==> src/rtl/booth_mul_sched.sv <==
// Round-robin scheduler and sequencer for a shared radix-2 Booth multiplier datapath.
// Grants one requester at a time, steps the datapath strobes and returns the tagged product.
module booth_mul_sched #(
   parameter int N_REQ = 4,
   parameter int WIDTH = 8,
   parameter int IDW   = $clog2(N_REQ)
) (
   input  logic                   clk,
   input  logic                   rst,
   input  logic [N_REQ-1:0]       req,
   input  logic [N_REQ*WIDTH-1:0] req_m,
   input  logic [N_REQ*WIDTH-1:0] req_q,
   output logic [N_REQ-1:0]       gnt,
   output logic                   busy,
   output logic [WIDTH-1:0]       op_m,
   output logic [WIDTH-1:0]       op_q,
   output logic                   ld,
   output logic                   add,
   output logic                   sub,
   output logic                   shift,
   input  logic                   q0,
   input  logic                   qm,
   input  logic [WIDTH-1:0]       dp_a,
   input  logic [WIDTH-1:0]       dp_q,
   output logic                   rsp_valid,
   input  logic                   rsp_ready,
   output logic [2*WIDTH-1:0]     rsp_data,
   output logic [IDW-1:0]         rsp_id
);

   localparam int CW = $clog2(WIDTH + 1);

   typedef enum logic [2:0] {S_IDLE, S_LOAD, S_SCAN, S_SHIFT, S_DONE} state_t;

   state_t           r_state, w_next;
   logic [IDW-1:0]   r_ptr, r_id;
   logic [CW-1:0]    r_cnt;
   logic [WIDTH-1:0] r_op_m, r_op_q;

   logic             w_found, w_hi_found;
   logic [IDW-1:0]   w_win, w_hi, w_lo;
   logic [WIDTH-1:0] w_sel_m, w_sel_q;

   // Lowest set bit at or above r_ptr wins; otherwise wrap to the lowest set bit overall.
   always_comb begin
      // NOTE: every variable gets a default before any branch, so no latch is inferred.
      w_hi_found = 1'b0;
      w_hi       = '0;
      w_lo       = '0;
      w_sel_m    = '0;
      w_sel_q    = '0;
      for (int j = N_REQ - 1; j >= 0; j--) begin
         if (req[j]) begin
            w_lo = IDW'(j);
            if (IDW'(j) >= r_ptr) begin
               w_hi_found = 1'b1;
               w_hi       = IDW'(j);
            end
         end
      end
      w_found = |req;
      w_win   = w_hi_found ? w_hi : w_lo;
      for (int j = 0; j < N_REQ; j++) begin
         if (IDW'(j) == w_win) begin
            w_sel_m = req_m[j*WIDTH +: WIDTH];
            w_sel_q = req_q[j*WIDTH +: WIDTH];
         end
      end
   end

   always_comb begin
      w_next = r_state;
      gnt    = '0;
      ld     = 1'b0;
      add    = 1'b0;
      sub    = 1'b0;
      shift  = 1'b0;
      case (r_state)
         S_IDLE: begin
            if (w_found) begin
               gnt[w_win] = 1'b1;
               w_next     = S_LOAD;
            end
         end
         S_LOAD: begin
            ld     = 1'b1;
            w_next = S_SCAN;
         end
         S_SCAN: begin
            add    = ({q0, qm} == 2'b01);
            sub    = ({q0, qm} == 2'b10);
            w_next = S_SHIFT;
         end
         S_SHIFT: begin
            shift  = 1'b1;
            w_next = (r_cnt == CW'(1)) ? S_DONE : S_SCAN;
         end
         S_DONE: begin
            if (rsp_ready) w_next = S_IDLE;
         end
         default: w_next = S_IDLE;
      endcase
   end

   always_ff @(posedge clk or posedge rst) begin
      if (rst) begin
         r_state <= S_IDLE;
         r_ptr   <= '0;
         r_id    <= '0;
         r_cnt   <= '0;
         r_op_m  <= '0;
         r_op_q  <= '0;
      end else begin
         // NOTE: non-blocking assignments keep every register reading pre-edge values.
         r_state <= w_next;
         if (r_state == S_IDLE && w_found) begin
            r_op_m <= w_sel_m;
            r_op_q <= w_sel_q;
            r_id   <= w_win;
            r_ptr  <= (w_win == IDW'(N_REQ - 1)) ? '0 : w_win + 1'b1;
         end
         if (r_state == S_LOAD) r_cnt <= CW'(WIDTH);
         else if (r_state == S_SHIFT) r_cnt <= r_cnt - 1'b1;
      end
   end

   assign busy      = (r_state != S_IDLE);
   assign rsp_valid = (r_state == S_DONE);
   assign rsp_data  = {dp_a, dp_q};
   assign rsp_id    = r_id;
   assign op_m      = r_op_m;
   assign op_q      = r_op_q;

endmodule
==> config.mk <==
export PLATFORM = sky130hd
export DESIGN_NAME = booth_mul_sched
export DESIGN_NICKNAME = d
export VERILOG_FILES = /design/src/rtl/booth_mul_sched.sv
export SDC_FILE = /design/constraint.sdc
export NUM_CORES = 1
export LEC_CHECK = 0
export ABC_AREA = 1
export CAP_MARGIN = 25
export CORE_MARGIN = 3
export CORE_UTILIZATION = 40
export CTS_CLUSTER_SIZE = 10
export DETAILED_ROUTE_END_ITERATION = 10
export PLACE_DENSITY = 0.87
export RECOVER_POWER = 100
export SLEW_MARGIN = 10
export SYNTH_ARGS = -nofsm -noshare
export SYNTH_HDL_FRONTEND = slang
export SYNTH_SLANG_ARGS = --single-unit
==> constraint.sdc <==
create_clock -name clk -period 6.3 [get_ports clk]
set_clock_uncertainty 0.2 [all_clocks]
set_input_delay 1.26 -clock clk [delete_from_list [all_inputs] [get_ports clk]]
set_output_delay 1.26 -clock clk [all_outputs]
set_load 0.005 [all_outputs]
; After elaboration in Yosys (flattened, before gate mapping)
; Index checks and enable logic that the tools add are counted.
[op_classes]
addsub = 2
multipliers = 0
div = 0
n_lt_le_gt_ge = 6
n_eq_ne = 13
n_shift = 0
mux = 44
bitwise = 0
n_reduce_logical = 8
[op_table]
columns = cell, count
row1 = $mux 8, 8
row2 = $mux 2, 14
row3 = $mux 4, 4
row4 = $pmux 3 s5, 1
row5 = $mux 1, 13
row6 = $mux 3, 3
row7 = $eq 3x2->1 const B, 2
row8 = $eq 2x2->1 const A, 2
row9 = $eq 2x2->1 const B, 2
row10 = $eq 4x1->1 const B, 1
row11 = $ge 1x2->1 const A, 2
row12 = $ge 2x2->1 const A, 2
row13 = $reduce_or 4->1, 1
row14 = $sub 4x1->4 const B, 1
row15 = $eq 3x1->1 const B, 1
row16 = $eq 3x3->1 const B, 1
row17 = $logic_not 3->1, 1
row18 = $lt 2x3->1 const B, 1
row19 = $reduce_bool 3->1, 1
row20 = $add 2x1->2 const B, 1
row21 = $demux 1 s2, 1
row22 = $eq 1x2->1 const A, 1
row23 = $eq 2x1->1 const B, 1
row24 = $ge 2x1->1 const B, 1
row25 = 6 further kinds, 7
[word_totals]
register_bits = 27
latch_bits = 0
ramBits = 0
romBits = 0
in_bits = 89
word_cells = 79
n_memories = 0

; Logic depth before layout (Yosys ltp)
[logic_depth]
depth_word = 16
depth_mapped = 15
depth_no_buf = 14

; Least setup slack after synthesis
; Ideal clock, no wire load.
[synth_path]
path_kind = input to output
from = in req[1]
to = out gnt[3]
arrival_ns = 2.490
required_time_ns = 4.840
slack_ns = 2.350
path_stages = 11
path_buffers = 2
path_cell_list = inv_2 > nor2_1 > a21oi_1 > nand3_1 > nand2_1 > inv_1 > ha_1 > buf_2 > inv_4 > buf_2 > nor2_1
[synth_via]
elab_chain_cells = 10
elab_cells_between_ends = 17
classes_between = order compare: 2 / mux: 13 / reduce/logical: 2
[synth_rtl]
columns = element, line
row1 = from (decl), 10  ; input logic [N_REQ-1:0] req,
row2 = $mux 2 or $mux 1 (tied branches), 53  ; if (req[j]) begin
row3 = $mux 2 or $mux 1 (tied branches), 55  ; if (IDW'(j) >= r_ptr) begin
row4 = $mux 2 or $mux 1 (tied branches), 53
row5 = $mux 2 *, 62  ; w_win = w_hi_found ? w_hi : w_lo;
row6 = via w_win[0], 41  ; logic [IDW-1:0] w_win, w_hi, w_lo;
row7 = $lt 2x3->1 (not written as such) or $ge 2x1->1 (tied branches), 81  ; gnt[w_win] = 1'b1;
row8 = $logic_and 1x1->1 (not written as such), 81
row9 = $mux 1 (not written as such), 81
row10 = $demux 1 s2 *, 81
row11 = $mux 4 *, 80  ; if (w_found) begin
row12 = $mux 4 *, 78  ; case (r_state)
row13 = to (decl), 13  ; output logic [N_REQ-1:0] gnt,
; Mark *: on every way through the listed nets, which the timed path passes. The rest lies on a longest branch.

; Worst setup path after layout
[layout_path]
from = in req[2]
to = out gnt[2]
[layout_via]
elab_chain_cells = 12
elab_cells_between_ends = 22
classes_between = order compare: 2 / mux: 18 / reduce/logical: 2
[layout_rtl]
columns = element, line
row1 = $mux 2 or $mux 1 (tied branches), 53
row2 = $mux 2 or $mux 1 (tied branches), 55
row3 = $mux 2 or $mux 1 (tied branches), 53
row4 = $mux 2 or $mux 1 (tied branches), 55
row5 = $mux 2 or $mux 1 (tied branches), 53
row6 = $mux 2, 62
row7 = $lt 2x3->1 (not written as such) or $ge 2x1->1 (tied branches), 81
row8 = $logic_and 1x1->1 (not written as such), 81
row9 = $mux 1 (not written as such), 81
row10 = $demux 1 s2, 81
row11 = $mux 4 *, 80
row12 = $mux 4 *, 78
; Mark *: on every way between the ends. The rest lies on a longest branch, timed or not.

==> key figures <==
Worst setup path
  – CP max stage cell: dlygate4sd3_1
  – Reg-to-reg slack, setup: 3.66 ns
  – Crit-path max FO: 17
  – Critical-path cell list: dlygate4sd3_1, a21oi_1, nand3_1, nand2_1, ha_1, inv_1, nor2_1, dlygate4sd3_1
  – Worst setup SP type: input port
  – Crit path kind: in -> out
  – Crit-path most repeated cell: dlygate4sd3_1
  – CP required: 4.84 ns
  – Cells on worst reg2reg path: 10
  – FF-to-FF Start: r_ptr[1]$_DFFE_PP0P_
  – Worst Setup End Kind: primary output
  – Worst Path Arrival: 4.16 ns
  – RR Endpoint: op_q[7]$_DFFE_PP0P_
  – CP max stage delay: 0.60 ns

Min path
  – Worst hold endpoint: r_state[0]$_DFFE_PP0P_
  – Hold path startpoint: r_state[2]$_DFFE_PP0P_
  – Hold Path Cell Cnt: 1
  – Hold Path Class: reg -> reg

Timing
  – Rel. slew slack: 0.441
  – Endpoints failing setup: 0
  – Max Fclk: 0.178 GHz
  – RSZ-0062 raised after global routing: no
  – Worst-margin pin slew: 0.838 ns
  – Max-slew violations: 0
  – Hold Vio Cnt, Final: 0
  – Crit share post-route: 0.892
  – Fin crit period: 5.62 ns
  – Fin Setup TNS: 0 ns
  – PnR worst setup slack: 0.681 ns

Synth
  – Avg Inst Size Synth: roughly 6.5 sq um
  – Synth top area share: 0.321
  – Mapped Cells: 324
  – Syn_nets: 419
  – Area leader, netlist: dfrtp_1
  – Post-synth cell types: 23
  – Post-synthesis sequential area ratio: 0.321
  – Synth top area cells: dfrtp_1 32%, nand2_1 26%, buf_4 6.1%
  – Yosys warns: 0
  – Synth Register Bits: 27
  – Cell Area, Synth: 2100 sq um

Detailed routing
  – # DRC: 0
  – Final antenna-violating net count: 0
  – Vias per cell: about 4.8
  – Drt first-iter violations: 122
  – Wirelength, routed: between 6000 and 7000 um
  – Routed len/inst: between 10 and 15 um
  – Vias: 2223
  – Detailed Routing Iterations Pass 1: 4

Floorplan
  – Core ar.: 4910 sq um
  – Row count: 25
  – Die area: 6170 sq um
  – DIE WIDTH: 78.5 um
  – # IOs: 133
  – Initial core utilization: 0.429
  – DIE HEIGHT: ~80 um

Finish
  – Syn-to-layout area delta: 42.7%
  – Ant diodes: 0
  – Post-layout nets: 495
  – Share of layout cells above drive strength 1: 0.0677
  – Area of the multi-input gates: 1110 sq um
  – Commonest cells after routing, fill and taps aside: 143 x nand2_1, 71 x clkdlybuf4s50_1, 29 x nor2_1, 29 x dlygate4sd3_1, 27 x dfrtp_1
  – Fill cells: 464
  – Sequential cell area: 676 sq um
  – Commonest non-fill, non-tap cell in the layout: nand2_1

Clock tree
  – TritonCTS clock tree: yes
  – Hold buffer count at cts: 0
  – Clock slew at reported path FFs: 0.10 ns
  – H-tree depth: 1
  – Clk_lat worst skew: between 0.2 and 0.3 ns
  – Clock sinks: 27
  – Post-CTS Setup Inserts: 0
  – Root Driver: clkbuf_8
  – Buffer levels on the longest clock path: 2
  – CTS buffer count: 3
  – Post-CTS resize count: 0

GRT
  – Number of global-route vias before repair: approximately 2200
  – First-pass GRT wire length: slightly above 10000 um
  – Total GRT Usage: 0.202
  – Initial antenna violation count: 0
  – Largest net degree at the start of global routing: 41
  – Total global routing overflow: 0

Placed design
  – Dpl ws: 0.935 ns
  – GPL Wtd Cong: 0.867
  – IO Port Bufs: 100
  – Final HPWL DP: 4790 um

Power
  – P_leak: 1.48 nW
  – Pwr per Cell Area: around 360 nW/um^2
  – Worst VDD drop: between 0.2 and 0.25 mV

Flow run
  – Max-cap viol count: 0

Status
  – Status: finished clean
-- registers in the layout, summed over array words and instances, names as in the netlist --
| signal | flops |
|---|---|
| r_ptr | 2 |
| r_cnt | 4 |
| r_state | 3 |
| rsp_id | 2 |
| op_m | 8 |
| op_q | 8 |
-- how the worst max path moves through the flow --
stage               endpoint  cells after the start   start  slack [ns]
global route          gnt[2]                      8  req[2]        0.43
finish                gnt[2]                      8  req[2]        0.68
detailed placement    gnt[3]                     11  req[1]        0.94
CTS                   gnt[3]                     11  req[1]        0.91
floorplan             gnt[3]                     11  req[1]        2.35
global placement      gnt[3]                     11  req[1]        1.03
-- cell usage after synthesis (all sizes together) --
cell type and instances:
nor3 4, o211ai 1, nand2 143, dfrtp 27, nand3 7, o21ai 19, xor2 1, inv 19
o22ai 1, ha 6, a21oi 19, clkbuf 1, nor2 46, buf 30
-- power breakdown --
group / internal, W / total (W) / switching, W / leakage (nW)
sequential: 0.000251 / 0.000296 / 0.0000455 / 0.338
clock: 0.0000454 / 0.000102 / 0.0000568 / 0.0228
combinational: 0.000283 / 0.000671 / 0.000388 / 1.12
total: 0.000579 / 0.00107 / 0.000490 / 1.48
-- stage by stage --
stage                     std cells  hold slack, ns  utilization  instance area, sq um  total power (W)
after global placement          461           0.262        0.606                  2970         0.000979
after detailed placement        462           0.269        0.609                  2990          0.00100
after CTS                       466           0.292        0.618                  3030          0.00111
final                           466           0.268        0.612                  3000          0.00107
after global routing            466           0.306        0.612                  3000          0.00118
after floorplan                 324           0.251            -                  2100         0.000765
-- area by class of cell --
cell class / instances / area share
Sequential cell: 27 / 0.225
Timing Repair Buffer: 102 / 0.337
Multi-Input combinational cell: 247 / 0.370
Tap cell: 67 / 0.0279
Clock buffer: 4 / 0.0150
Inverter: 19 / 0.0250
-- per-layer routing --
metal,GRT usage,vias to the layer above,routed length (um)
met5,0,-,0
li1,-,1137,-
met4,0.0455,0,64
met3,0.0505,8,523
met2,0.358,79,3060
met1,0.244,999,2560
-- critical path: cells and delay by family --
| family | cells | cell delay (ns) |
|---|---|---|
| AND/OR/NAND/NOR | 3 | 0.48 |
| AO/OA/AOI/OAI | 1 | 0.22 |
| buffers and inverters | 3 | 1.62 |
| adder cells (fa/ha/maj) | 1 | 0.56 |
-- cells by family after synthesis --
logic type	synth area share
flops	0.321
xor+xnor	0.00416
simple gates	0.400
compound gates	0.0969
fa+ha+maj	0.0357
buf+inv	0.142
(Power assumes the default switching activity.)
